[src/rtl/sram1rw_arbiter_pkg.sv]
`default_nettype none
// ============================================================================
//  Module      : sram1rw_arbiter_pkg
//  Description : Shared constants and types for the two-requester arbiter
//                in front of a 128x12 single-port SRAM macro.
//                  DEPTH / ADDR_W / DATA_W : macro geometry
//                  state_t                 : controller states (INIT, SERVE)
//                  issue_t                 : fields of one granted access
//  Revision    : 1.0  initial release
// ============================================================================
package sram1rw_arbiter_pkg;

    localparam int DEPTH  = 128;
    localparam int ADDR_W = $clog2(DEPTH);
    localparam int DATA_W = 12;

    typedef enum logic [0:0] {
        INIT  = 1'b0,
        SERVE = 1'b1
    } state_t;

    typedef struct packed {
        logic              we;
        logic [ADDR_W-1:0] addr;
        logic [DATA_W-1:0] wdata;
        logic              id;
    } issue_t;

endpackage
`default_nettype wire

[src/rtl/sram1rw_arbiter_if.sv]
`default_nettype none
// ============================================================================
//  Module      : sram1rw_arbiter_if
//  Description : Request/response bus between the two requesters and the
//                arbiter. Vectors are packed per requester (bit/slice r
//                belongs to requester r).
//                  req_valid/req_ready/req_we  : handshake and direction
//                  req_addr/req_wdata          : packed address and data
//                  rsp_valid/rsp_rdata         : read response, no backpressure
//                modport master = requester side, slave = arbiter side.
//  Revision    : 1.0  initial release
// ============================================================================
interface sram1rw_arbiter_if;
    import sram1rw_arbiter_pkg::*;

    logic [1:0]          req_valid;
    logic [1:0]          req_ready;
    logic [1:0]          req_we;
    logic [2*ADDR_W-1:0] req_addr;
    logic [2*DATA_W-1:0] req_wdata;
    logic [1:0]          rsp_valid;
    logic [DATA_W-1:0]   rsp_rdata;

    modport master (
        output req_valid, req_we, req_addr, req_wdata,
        input  req_ready, rsp_valid, rsp_rdata
    );

    modport slave (
        input  req_valid, req_we, req_addr, req_wdata,
        output req_ready, rsp_valid, rsp_rdata
    );

endinterface
`default_nettype wire

[src/rtl/sram1rw_arbiter_rr_arb2.sv]
`default_nettype none
// ============================================================================
//  Module      : rr_arb2
//  Description : Two-input round-robin arbiter. Grant is combinational; the
//                last_grant flop only moves on an actual grant, so a lone
//                requester can win on consecutive cycles.
//                  clk, rst_n : clock, async active-low reset
//                  en         : arbitration allowed (grant forced to 0 if low)
//                  valid[1:0] : per-requester request
//                  grant[1:0] : one-hot (or zero) grant
//  Revision    : 1.0  initial release
// ============================================================================
module rr_arb2 (
    input  wire logic       clk,
    input  wire logic       rst_n,
    input  wire logic       en,
    input  wire logic [1:0] valid,
    output logic      [1:0] grant
);

    logic r_last_grant;

    always_comb begin
        grant = 2'b00;
        if (en) begin
            case (valid)
                2'b01:   grant = 2'b01;
                2'b10:   grant = 2'b10;
                // Contention: the requester that did not win last time goes.
                2'b11:   grant = r_last_grant ? 2'b01 : 2'b10;
                default: grant = 2'b00;
            endcase
        end
    end

    // Reset value 1 means requester 0 wins the first contention.
    always_ff @(posedge clk or negedge rst_n) begin
        if (!rst_n) begin
            r_last_grant <= 1'b1;
        end else if (|grant) begin
            r_last_grant <= grant[1];
        end
    end

endmodule
`default_nettype wire

[src/rtl/sram1rw_arbiter.sv]
`default_nettype none
// ============================================================================
//  Module      : sram1rw_arbiter
//  Description : Shares one single-port SRAM macro between requester 0 (core)
//                and requester 1 (debug/DMA). After reset every word is
//                cleared to INIT_VALUE, then one access per cycle is granted
//                round-robin. Macro strobes are registered; read data comes
//                back two cycles after the accept.
//                  clk, rst_n   : clock (also macro CE), async active-low reset
//                  bus          : request/response bus (slave side)
//                  init_done    : clear sweep complete
//                  sram_csb/web/oeb : active-low chip select / write / read
//                  sram_a, sram_i   : macro address / write data
//                  sram_o           : macro read data (registered in macro)
//  Revision    : 1.0  initial release
// ============================================================================
module sram1rw_arbiter
    import sram1rw_arbiter_pkg::*;
#(
    parameter logic [DATA_W-1:0] INIT_VALUE = '0
) (
    input  wire logic                 clk,
    input  wire logic                 rst_n,
    sram1rw_arbiter_if.slave          bus,
    output logic                      init_done,
    output logic                      sram_csb,
    output logic                      sram_web,
    output logic                      sram_oeb,
    output logic [ADDR_W-1:0]         sram_a,
    output logic [DATA_W-1:0]         sram_i,
    input  wire logic [DATA_W-1:0]    sram_o
);

    localparam logic [ADDR_W-1:0] c_LAST_ADDR = ADDR_W'(DEPTH - 1);

    state_t              r_state, w_state_nxt;
    logic [ADDR_W-1:0]   r_cnt, w_cnt_nxt;
    logic                r_init_done, w_init_done_nxt;
    logic                r_csb, w_csb_nxt;
    logic                r_web, w_web_nxt;
    logic                r_oeb, w_oeb_nxt;
    logic [ADDR_W-1:0]   r_a, w_a_nxt;
    logic [DATA_W-1:0]   r_i, w_i_nxt;

    // Read-tracking shift: stage 0 is the cycle the macro pins are driven,
    // stage 1 is the cycle the macro output is valid.
    logic                r_rd0_vld, w_rd0_vld_nxt;
    logic                r_rd0_id,  w_rd0_id_nxt;
    logic                r_rd1_vld;
    logic                r_rd1_id;

    logic                w_serve;
    logic [1:0]          w_grant;
    logic                w_accept;
    issue_t              w_issue;

    assign w_serve = (r_state == SERVE);

    rr_arb2 u_arb (
        .clk   (clk),
        .rst_n (rst_n),
        .en    (w_serve),
        .valid (bus.req_valid),
        .grant (w_grant)
    );

    assign bus.req_ready = w_grant;
    assign w_accept      = |w_grant;

    // Select the granted requester's fields; grant is one-hot when accepting.
    always_comb begin
        w_issue.id = w_grant[1];
        if (w_grant[1]) begin
            w_issue.we    = bus.req_we[1];
            w_issue.addr  = bus.req_addr[2*ADDR_W-1:ADDR_W];
            w_issue.wdata = bus.req_wdata[2*DATA_W-1:DATA_W];
        end else begin
            w_issue.we    = bus.req_we[0];
            w_issue.addr  = bus.req_addr[ADDR_W-1:0];
            w_issue.wdata = bus.req_wdata[DATA_W-1:0];
        end
    end

    // ------------------------------------------------------------------
    // State register
    // ------------------------------------------------------------------
    always_ff @(posedge clk or negedge rst_n) begin
        if (!rst_n) begin
            r_state <= INIT;
        end else begin
            r_state <= w_state_nxt;
        end
    end

    // ------------------------------------------------------------------
    // Next-state and next-pin logic
    // ------------------------------------------------------------------
    always_comb begin
        w_state_nxt     = r_state;
        w_cnt_nxt       = r_cnt;
        w_init_done_nxt = r_init_done;
        w_csb_nxt       = 1'b1;
        w_web_nxt       = 1'b1;
        w_oeb_nxt       = 1'b1;
        w_a_nxt         = r_a;
        w_i_nxt         = r_i;
        w_rd0_vld_nxt   = 1'b0;
        w_rd0_id_nxt    = r_rd0_id;

        case (r_state)
            INIT: begin
                w_csb_nxt = 1'b0;
                w_web_nxt = 1'b0;
                w_a_nxt   = r_cnt;
                w_i_nxt   = INIT_VALUE;
                // Counter parks on the last address instead of wrapping.
                if (r_cnt == c_LAST_ADDR) begin
                    w_state_nxt     = SERVE;
                    w_init_done_nxt = 1'b1;
                end else begin
                    w_cnt_nxt = r_cnt + ADDR_W'(1);
                end
            end
            SERVE: begin
                if (w_accept) begin
                    w_csb_nxt = 1'b0;
                    w_a_nxt   = w_issue.addr;
                    if (w_issue.we) begin
                        w_web_nxt = 1'b0;
                        w_i_nxt   = w_issue.wdata;
                    end else begin
                        w_oeb_nxt     = 1'b0;
                        w_rd0_vld_nxt = 1'b1;
                        w_rd0_id_nxt  = w_issue.id;
                    end
                end
            end
            default: begin
                w_state_nxt = INIT;
            end
        endcase
    end

    // ------------------------------------------------------------------
    // Registered macro pins, init counter and read tracking
    // ------------------------------------------------------------------
    always_ff @(posedge clk or negedge rst_n) begin
        if (!rst_n) begin
            r_cnt       <= '0;
            r_init_done <= 1'b0;
            r_csb       <= 1'b1;
            r_web       <= 1'b1;
            r_oeb       <= 1'b1;
            r_a         <= '0;
            r_i         <= '0;
            r_rd0_vld   <= 1'b0;
            r_rd0_id    <= 1'b0;
            r_rd1_vld   <= 1'b0;
            r_rd1_id    <= 1'b0;
        end else begin
            r_cnt       <= w_cnt_nxt;
            r_init_done <= w_init_done_nxt;
            r_csb       <= w_csb_nxt;
            r_web       <= w_web_nxt;
            r_oeb       <= w_oeb_nxt;
            r_a         <= w_a_nxt;
            r_i         <= w_i_nxt;
            r_rd0_vld   <= w_rd0_vld_nxt;
            r_rd0_id    <= w_rd0_id_nxt;
            r_rd1_vld   <= r_rd0_vld;
            r_rd1_id    <= r_rd0_id;
        end
    end

    assign init_done     = r_init_done;
    assign sram_csb      = r_csb;
    assign sram_web      = r_web;
    assign sram_oeb      = r_oeb;
    assign sram_a        = r_a;
    assign sram_i        = r_i;

    assign bus.rsp_valid = r_rd1_vld ? (r_rd1_id ? 2'b10 : 2'b01) : 2'b00;
    assign bus.rsp_rdata = sram_o;

endmodule
`default_nettype wire
[src/flat_wrapper.sv]
// flat-port wrapper written by rule: the top's interface ports become plain ports
module sram1rw_arbiter_flat import sram1rw_arbiter_pkg::*;
#(
    parameter logic [DATA_W-1:0] INIT_VALUE = '0
)
  (clk, rst_n, init_done, sram_csb, sram_web, sram_oeb, sram_a, sram_i, sram_o, bus_req_valid, bus_req_we, bus_req_addr, bus_req_wdata, bus_req_ready, bus_rsp_valid, bus_rsp_rdata);
  sram1rw_arbiter_if bus_i ();
  input  wire logic clk;
  input  wire logic rst_n;
  output logic init_done;
  output logic sram_csb;
  output logic sram_web;
  output logic sram_oeb;
  output logic [ADDR_W-1:0] sram_a;
  output logic [DATA_W-1:0] sram_i;
  input  wire logic [DATA_W-1:0] sram_o;
  input wire logic [$bits(bus_i.req_valid)-1:0] bus_req_valid;
  input wire logic [$bits(bus_i.req_we)-1:0] bus_req_we;
  input wire logic [$bits(bus_i.req_addr)-1:0] bus_req_addr;
  input wire logic [$bits(bus_i.req_wdata)-1:0] bus_req_wdata;
  output wire logic [$bits(bus_i.req_ready)-1:0] bus_req_ready;
  output wire logic [$bits(bus_i.rsp_valid)-1:0] bus_rsp_valid;
  output wire logic [$bits(bus_i.rsp_rdata)-1:0] bus_rsp_rdata;
  assign bus_i.req_valid = bus_req_valid;
  assign bus_i.req_we = bus_req_we;
  assign bus_i.req_addr = bus_req_addr;
  assign bus_i.req_wdata = bus_req_wdata;
  assign bus_req_ready = bus_i.req_ready;
  assign bus_rsp_valid = bus_i.rsp_valid;
  assign bus_rsp_rdata = bus_i.rsp_rdata;
  sram1rw_arbiter #(.INIT_VALUE(INIT_VALUE)) u_core (.clk(clk), .rst_n(rst_n), .bus(bus_i), .init_done(init_done), .sram_csb(sram_csb), .sram_web(sram_web), .sram_oeb(sram_oeb), .sram_a(sram_a), .sram_i(sram_i), .sram_o(sram_o));
endmodule
[config.mk]
export PLATFORM = sky130hd
export DESIGN_NAME = sram1rw_arbiter_flat
export DESIGN_NICKNAME = d
export VERILOG_FILES = /design/src/rtl/sram1rw_arbiter_pkg.sv /design/src/rtl/sram1rw_arbiter_if.sv /design/src/rtl/sram1rw_arbiter_rr_arb2.sv /design/src/rtl/sram1rw_arbiter.sv /design/src/flat_wrapper.sv
export SDC_FILE = /design/constraint.sdc
export NUM_CORES = 1
export LEC_CHECK = 0
export CAP_MARGIN = 0
export CORE_ASPECT_RATIO = 0.6
export CORE_MARGIN = 2
export CORE_UTILIZATION = 43
export CTS_CLUSTER_SIZE = 14
export DETAILED_ROUTE_END_ITERATION = 10
export PLACE_DENSITY = 0.85
export RECOVER_POWER = 50
export SETUP_SLACK_MARGIN = 0.02
export SKIP_CTS_REPAIR_TIMING = 1
export SLEW_MARGIN = 40
export SYNTH_ARGS = -nofsm -noshare
export SYNTH_HDL_FRONTEND = slang
export SYNTH_SLANG_ARGS = --single-unit
[constraint.sdc]
create_clock -name clk -period 3.9 [get_ports clk]
set_input_delay 0.78 -clock clk [delete_from_list [all_inputs] [get_ports clk]]
set_output_delay 0.78 -clock clk [all_outputs]
set_load 0.05 [all_outputs]
; Word-level counts from Yosys, hierarchy flattened
; Cells that the tools add are included.
[word_totals]
wordCells = 51
in_bits = 56
ff_bits = 36
[op_classes]
mux = 23
n_bitwise = 3
eq_ne = 6
n_reduce_logical = 5
n_addsub = 1
[ops]
columns = cell, n
row1 = $mux W12, 2
row2 = $pmux W12 S2, 1
row3 = $mux W20, 1
row4 = $pmux W7 S2, 1
row5 = $mux W1, 10
row6 = $mux W2, 4
row7 = $add A7 B1 Y7 const B, 1
row8 = $eq A7 B7 Y1 const B, 1
row9 = $mux W7, 1
row10 = $pmux W2 S3, 1
row11 = $reduce_and A2 Y1, 3
row12 = $eq A2 B2 Y1 const B, 2
row13 = $ne A2 B2 Y1 const B, 2
row14 = $pmux W1 S2, 2
row15 = $not A1 Y1, 3
row16 = $reduce_and A3 Y1, 1
row17 = $eq A2 B1 Y1 const B, 1
row18 = $reduce_or A2 Y1, 1

; Depth between registers and ports, before layout
[depth]
ltp_word = 7
ltp_mapped = 5
depth_no_buf = 4

; Hierarchy
; A second synthesis with hierarchy kept.
[unflattened]
hier_cells = 163
hier_area_um2 = 1905.6
[by_module_without_submodules]
columns = mod, area_per_inst_um2, seq_area_each_um2, cells_each, instances
row1 = sram1rw_arbiter, 1843.0, 879.6, 155, 1
row2 = rr_arb2, 62.6, 26.3, 8, 1

; Least setup slack after synthesis
; No wires, ideal clock.
[synth_path]
path_type = input -> output
startpoint = input bus_req_valid[1]
endpoint = output bus_req_ready[0]
path_slack_ns = 1.040
n_path_buf = 1
arrival_ns = 2.080
path_stages = 3
required_ns = 3.120
cell_sequence = nor2b_1 > buf_6 > nor3_1
[synth_via]
elab_chain_len = 3
elab_cells_between_ends = 5
[synth_lines]
columns = item, line_no
row1 = from (decl), flat_wrapper.sv:17  ; input wire logic [$bits(bus_i.req_valid)-1:0] bus_req_valid;
row2 = $eq A2 B2 Y1 / $eq A2 B1 Y1 (equally long branches), sram1rw_arbiter_rr_arb2.sv:26  ; case (valid)
row3 = $pmux W2 S3 *, sram1rw_arbiter_rr_arb2.sv:26
row4 = $mux W2 *, sram1rw_arbiter_rr_arb2.sv:25  ; if (en) begin
row5 = to (decl), flat_wrapper.sv:21  ; output wire logic [$bits(bus_i.req_ready)-1:0] bus_req_ready;
; Every way passes the cells marked *; elsewhere a longest branch is shown, timed or not.

; Worst setup path in the final report
[layout_path]
startpoint = input bus_req_valid[0]
endpoint = output bus_req_ready[1]
; The elaborated chain is that of the path after synthesis.

==> impl_results.html <==
<table>
<tr><th>Metric</th><th>Value</th></tr>
<tr><th colspan="2">Status</th></tr>
<tr><td>Status</td><td>finished with violations</td></tr>
<tr><td>Failing checks</td><td>capacitance limit, slew limit</td></tr>
<tr><th colspan="2">Yosys</th></tr>
<tr><td>Top area cells in the synthesized netlist</td><td>sky130_fd_sc_hd__dfrtp_1, sky130_fd_sc_hd__mux2i_1, sky130_fd_sc_hd__buf_4</td></tr>
<tr><td>Netlist area before placement</td><td>about 1900 um2</td></tr>
<tr><td>Post-synthesis async set-or-reset flop share</td><td>100%</td></tr>
<tr><td>Mapped Avg Cell Area</td><td>11.1 um2</td></tr>
<tr><td>Synthesized net count</td><td>230</td></tr>
<tr><td>Ys flop type</td><td>sky130_fd_sc_hd__dfrtp_1</td></tr>
<tr><td>Number of distinct library cells after synthesis</td><td>40</td></tr>
<tr><td>Top cell type by total area after synthesis</td><td>sky130_fd_sc_hd__dfrtp_1</td></tr>
<tr><td>Number of synthesized flops with an enable pin</td><td>0</td></tr>
<tr><td>Gate Count Post-Synth</td><td>173</td></tr>
<tr><td>Yosys top cell area share</td><td>41.9%</td></tr>
<tr><td>Flip-flop and latch count after synthesis</td><td>36</td></tr>
<tr><td>Cell with the most instances after synthesis</td><td>sky130_fd_sc_hd__dfrtp_1</td></tr>
<tr><td>Post-synth top cells</td><td>sky130_fd_sc_hd__dfrtp_1, sky130_fd_sc_hd__mux2i_1, sky130_fd_sc_hd__nand2_1</td></tr>
<tr><td>Sequential fraction of the synthesis area</td><td>47.4%</td></tr>
<tr><td>Synthesis Warnings</td><td>0</td></tr>
<tr><th colspan="2">STA</th></tr>
<tr><td>Upper clock frequency limit</td><td>330 MHz</td></tr>
<tr><td>Final count of pins violating max slew</td><td>37</td></tr>
<tr><td>Setup TNS after final layout</td><td>0 ps</td></tr>
<tr><td>Unrepaired setup endpoints after global routing</td><td>no</td></tr>
<tr><td>Post-route clock skew</td><td>10.1 ps</td></tr>
<tr><td>Relative slew slack</td><td>-27.0%</td></tr>
<tr><td>Setup violators final</td><td>0</td></tr>
<tr><td>Period minus WS final</td><td>3030 ps</td></tr>
<tr><td>Actual slew at the worst max-slew pin</td><td>1900 ps</td></tr>
<tr><td>Final clock period utilization by the worst path</td><td>77.8%</td></tr>
<tr><td>Hold Vio Cnt, Final</td><td>0</td></tr>
<tr><th colspan="2">Global route</th></tr>
<tr><td>Antenna violations before repair</td><td>0</td></tr>
<tr><td>Global-route wire length before repair</td><td>7.44 mm</td></tr>
<tr><td>Pin count of the biggest net entering global routing</td><td>37</td></tr>
<tr><td>Grt ovf</td><td>0</td></tr>
<tr><td>Number of global-route vias before repair</td><td>1536</td></tr>
<tr><td>Global router's overall resource usage</td><td>18.5%</td></tr>
<tr><th colspan="2">Floorplan</th></tr>
<tr><td>Die Width</td><td>90.1 um</td></tr>
<tr><td>Starting Density</td><td>45.7%</td></tr>
<tr><td>Number of placed I/O pins</td><td>between 90 and 100</td></tr>
<tr><td>Vertical die dimension</td><td>55.7 um</td></tr>
<tr><td>Std cell rows</td><td>18</td></tr>
<tr><td>Area enclosed by the die boundary</td><td>5020 um2</td></tr>
<tr><td>Placeable core area</td><td>4190 um2</td></tr>
<tr><th colspan="2">Routing</th></tr>
<tr><td>Count of routing violations after the opening detailed-route iteration</td><td>110</td></tr>
<tr><td>Count of unresolved DRC violations after routing</td><td>0</td></tr>
<tr><td>Antenna Nets Post-Route</td><td>0</td></tr>
<tr><td>Ratio of routed vias to standard cells</td><td>5.08</td></tr>
<tr><td>Router iterations before antenna repair</td><td>4</td></tr>
<tr><td>Average wire per cell in the routed design</td><td>~15 um</td></tr>
<tr><td>Total wire length</td><td>roughly 4.4 mm</td></tr>
<tr><td>Number of vias in the routed layout</td><td>1489</td></tr>
<tr><th colspan="2">Finish</th></tr>
<tr><td>Synth-to-Final Area Change</td><td>39.3%</td></tr>
<tr><td>Number of non-filler instances in the completed layout</td><td>293</td></tr>
<tr><td>Diode count</td><td>0</td></tr>
<tr><td>Final Net Count</td><td>289</td></tr>
<tr><td>Share of layout cells above drive strength 1</td><td>10.7%</td></tr>
<tr><th colspan="2">Clock network</th></tr>
<tr><td>Insertion delay of the later-clocked pin in the worst-skew pair</td><td>290 ps</td></tr>
<tr><td>Buffer cell driving the clock tree root</td><td>sky130_fd_sc_hd__clkbuf_8</td></tr>
<tr><td>Clock Path Buffers</td><td>2</td></tr>
<tr><td>H-tree levels</td><td>2</td></tr>
<tr><td>Clock tree from TritonCTS</td><td>built</td></tr>
<tr><td>Clk sink count</td><td>36</td></tr>
<tr><td>Clock-pin slew on the worst setup and hold paths</td><td>~70 ps</td></tr>
<tr><td>Total CTS buffers</td><td>5</td></tr>
<tr><th colspan="2">Critical path</th></tr>
<tr><td>CP Data Arrival Time</td><td>2250 ps</td></tr>
<tr><td>Critical path data required time</td><td>3120 ps</td></tr>
<tr><td>Crit Path Class</td><td>in -&gt; out</td></tr>
<tr><td>Cells along the critical path</td><td>clkdlybuf4s50_1 -&gt; buf_4 -&gt; a21bo_2 -&gt; nor2_1 -&gt; buf_12</td></tr>
<tr><td>Element type at the critical path end</td><td>output port</td></tr>
<tr><td>Worst path slowest cell</td><td>sky130_fd_sc_hd__a21bo_2</td></tr>
<tr><td>Slowest Stage Delay on Critical Path</td><td>490 ps</td></tr>
<tr><td>Buffers &amp; Inverters on Critical Path</td><td>3</td></tr>
<tr><td>Crit start category</td><td>input port</td></tr>
<tr><td>Critical path fanouts, max</td><td>17</td></tr>
<tr><td>Family with the most delay on the worst path</td><td>buffers and inverters</td></tr>
<tr><th colspan="2">Placement</th></tr>
<tr><td>Port Buf Inserts</td><td>70</td></tr>
<tr><td>Final GP Congestion</td><td>0.749</td></tr>
<tr><td># placed instances</td><td>284</td></tr>
<tr><td>HPWL reported at the end of detailed placement</td><td>3.27 mm</td></tr>
<tr><th colspan="2">Pwr</th></tr>
<tr><td>Leakage power</td><td>1.11 nW</td></tr>
<tr><td>Power per cell area</td><td>294 nW/um2</td></tr>
<tr><td>Peak supply drop</td><td>0.000168 V</td></tr>
<tr><th colspan="2">Run</th></tr>
<tr><td>Count of max-cap constraint violations</td><td>1</td></tr>
<tr><th colspan="2">Min path</th></tr>
<tr><td>Worst hold path class</td><td>reg -&gt; reg</td></tr>
</table>
==> stage by stage <==
step	util, %	setup WS, ps	instance area (um2)	total power, W	hold slack [ps]
floorplan	-	1040	1910	0.000448	331
detailed placement	61.1	814	2560	0.000471	347
CTS	63.6	806	2670	0.000793	364
global route	63.6	814	2670	0.000814	379
global placement	61.1	890	2560	0.000469	335
finish	63.6	865	2670	0.000785	363
==> flip-flops by register name, summed over array words and instances (netlist names) <==
signal,count
u_core.sram_i,12
u_core.r_cnt,7
u_core.sram_a,7
u_core.init_done,1
u_core.r_rd0_id,1
u_core.r_rd0_vld,1
u_core.r_rd1_id,1
u_core.r_rd1_vld,1
u_core.r_state,1
u_core.sram_csb,1
u_core.sram_oeb,1
u_core.sram_web,1
u_core.u_arb.r_last_grant,1
==> metal layers <==
metal	share of wire [%]	global-route usage [%]	up-vias
met2	47	29.4	45
met1	47	24.4	715
met3	5.4	5.96	6
li1	-	-	723
met4	0.99	5.27	0
met5	0	0	-
==> power breakdown <==
group          total (W)  internal, W  switching (W)
clock network   0.000321     0.000190       0.000132
logic          0.0000884    0.0000541      0.0000343
registers       0.000375     0.000374    0.000000506
total           0.000785     0.000618       0.000167
==> worst paths after layout <==
check,startpoint,end,slack (ps),cells past startpoint
worst max-delay path,bus_req_valid[0],bus_req_ready[1],870,5
worst min-delay path,u_core.r_rd0_vld,u_core.r_rd1_vld,360,0
worst max register to register,u_core.r_state,u_core.sram_i[10],1490,5
worst min register to register,u_core.r_rd0_vld,u_core.r_rd1_vld,360,0
max in group asynchronous,rst_n,u_core.sram_i[7],1800,1
min in group asynchronous,rst_n,u_core.r_cnt[6],1010,1
==> cells by family after synthesis <==
group | Yosys count | synth area share, %
buffers and inverters | 26 | 8.89
xor gates and xnor gates | 4 | 1.83
adders and majority gates | 1 | 0.654
AOI/OAI and AO/OA | 33 | 13.4
muxes | 32 | 17.2
DFF | 36 | 47.4
and+or+nand+nor | 41 | 10.7
==> worst reg2reg max path, stage by stage (launching register included) <==
cell	delay, ps
sky130_fd_sc_hd__dfrtp_1	350
sky130_fd_sc_hd__clkbuf_1	820
sky130_fd_sc_hd__nand2_1	230
sky130_fd_sc_hd__o32ai_4	500
sky130_fd_sc_hd__buf_6	220
sky130_fd_sc_hd__mux2i_1	210
==> final cells by class <==
type,instances,area (um2)
Fill cell,339,1520
Tap cell,60,75.1
Inverter,4,15.0
Sequential cell,36,906
Multi-Input combinational cell,111,833
Timing Repair Buffer,74,728
Clock buffer,6,72.6
Clock inverter,2,35.0
==> placed cells by master, fill, tap and decap left out, types with 2 or more instances in the layout <==
cell                              Yosys  routed
sky130_fd_sc_hd__dfstp_2              4       4
sky130_fd_sc_hd__and2_1               2       2
sky130_fd_sc_hd__nand2b_1             6       6
sky130_fd_sc_hd__mux2i_1             25      25
sky130_fd_sc_hd__mux2_2               7       7
sky130_fd_sc_hd__o2bb2ai_1            4       4
sky130_fd_sc_hd__xor2_1               2       2
sky130_fd_sc_hd__o21ai_0              5       5
sky130_fd_sc_hd__o41ai_1              2       2
sky130_fd_sc_hd__xnor2_1              2       2
sky130_fd_sc_hd__o22ai_1              6       6
sky130_fd_sc_hd__inv_1                4       4
sky130_fd_sc_hd__nor3_1               3       3
sky130_fd_sc_hd__clkbuf_8             0       5
sky130_fd_sc_hd__clkbuf_1             5       4
sky130_fd_sc_hd__dfrtp_1             32      32
sky130_fd_sc_hd__clkdlybuf4s50_1      0      67
sky130_fd_sc_hd__a21oi_1              4       4
sky130_fd_sc_hd__nor2_1               4       4
sky130_fd_sc_hd__a31oi_1              3       3
sky130_fd_sc_hd__buf_4               14       2
sky130_fd_sc_hd__nand2_1             18      18
Power figures use the tool's default switching activity.
==> patch (config.mk and constraints unchanged) <==
Make the reset (`rst_n`) synchronous in 3 clocked blocks. Comments in the files are not updated.
--- a/src/rtl/sram1rw_arbiter_rr_arb2.sv
+++ b/src/rtl/sram1rw_arbiter_rr_arb2.sv
@@ -35,5 +35,5 @@
 
     // Reset value 1 means requester 0 wins the first contention.
-    always_ff @(posedge clk or negedge rst_n) begin
+    always_ff @(posedge clk) begin
         if (!rst_n) begin
             r_last_grant <= 1'b1;
--- a/src/rtl/sram1rw_arbiter.sv
+++ b/src/rtl/sram1rw_arbiter.sv
@@ -85,5 +85,5 @@
     // State register
     // ------------------------------------------------------------------
-    always_ff @(posedge clk or negedge rst_n) begin
+    always_ff @(posedge clk) begin
         if (!rst_n) begin
             r_state <= INIT;
@@ -145,5 +145,5 @@
     // Registered macro pins, init counter and read tracking
     // ------------------------------------------------------------------
-    always_ff @(posedge clk or negedge rst_n) begin
+    always_ff @(posedge clk) begin
         if (!rst_n) begin
             r_cnt       <= '0;
Function: differs if rst_n is asserted again (counterexample within 4 cycles, from zero or initial values and one cycle with rst_n low); with rst_n held inactive, the same outputs for 10 cycles.
==> patch against the original RTL <==
Count of clock-buffer cells in the layout did not move; sequential cell count did not move; clock skew fell by 0.0057 ns; non-clock buffer count did not move; global-route usage rose by 0.61 points; setup slack got worse by 0.29 ns; via count rose by 12%; synthesized cell count rose by 14%; combinational power rose by 33%; routed wire length rose by 2.4%; area after synthesis fell by 3.3%; cell area fell by 4.0%; total power rose by 4.1%; largest cell class is now multi-input combinational cells.
==> patch: results (changes against the original RTL) <==
[critical_path]
worst_ep_arrival_time_ns=2.55  ; +0.30 ns
worstPathMaxFanout=7  ; -10
rr_startpoint=u_core.u_arb.r_last_grant
cp-startpoint=bus_req_valid[1]
r2r-end=u_core.sram_i[2]
crit_path_top_delay_cell=clkdlybuf4s50_1
endpoint=bus_req_ready[0]
ff2ff_path_depth=3  ; -2
cp_slowest_stage_delay_ns=0.83  ; +0.34 ns

[drt]
drt_iter0_drc=114  ; +3.6%
wl_met2_mm=1.88  ; -9.6%
vias=1675  ; +12%
met1_length_mm=2.26  ; +8.3%
routed_wl_mm=4.55  ; +2.4%
met3_length_um=368  ; +55%

[placement]
dp_hpwl_mm=3.29  ; +0.49%
dp_cells=302  ; +6.3%
placed_area_um2=2450  ; -4.1%
place.gp.congestion=0.815  ; +8.9%

[power_and_ir_drop]
power.total_w=0.000817  ; +4.1%
switching_share_pct=23.2  ; +2.0 points
p_leak_nw=0.953  ; -14%
ir_worst_vdd_mv=0.149  ; -11%

[outcome]
status=complete, no violations

[timing]
hold_ws_ns=0.453  ; +0.0898 ns
tightest_slew_ns=0.645  ; -1.26 ns
fin_crit_ns=3.33  ; +0.291 ns
finClkSkew_ns=0.00443  ; -0.00572 ns

[global_route]
first_global_vias=1501  ; -2.3%
grt_use_met3_pct=6.94  ; +0.98 points

[synthesis]
synth_area_leaders=dfxtp_1, mux2i_1, a211oi_1
synth.cell_area_um2=1850  ; -3.3%
synth_cell_types=36  ; -10%
yosysSeqAreaShare_pct=38.9  ; -8.4 points
synthCells=197  ; +14%

[final_layout]
n_fill_cell=358  ; +5.6%

[hold_path]
worstHoldStart=u_core.r_rd0_vld

patch: area by class of cell:
| cell class | count | area (um2) | area share [%] |
|---|---|---|---|
| Inverter | 4 | 15.0 | 0.587 |
| Multi-Input combinational cell | 128 | 903 | 35.3 |
| Tap cell | 60 | 75.1 | 2.93 |
| Clock inverter | 2 | 35.0 | 1.37 |
| Clock buffer | 6 | 72.6 | 2.84 |
| Sequential cell | 36 | 721 | 28.2 |
| Timing Repair Buffer | 74 | 737 | 28.8 |
patch: cell families (layout without fill, tap and decap cells):
group | count (synthesis) | after routing | synth area share [%]
AOI/OAI and AO/OA | 56 | 56 | 23.8
and+or+nand+nor | 54 | 54 | 15.1
muxes | 17 | 17 | 9.20
adders and majority gates | 1 | 1 | 0.676
buffers and inverters | 33 | 86 | 12.2
DFF | 36 | 36 | 38.9
patch: worst register-to-register path, stage by stage (launching register included):
cell      delay [ns]
dfxtp_1         0.41
nand2b_1        0.55
a22o_1          0.55
a211oi_1        0.15
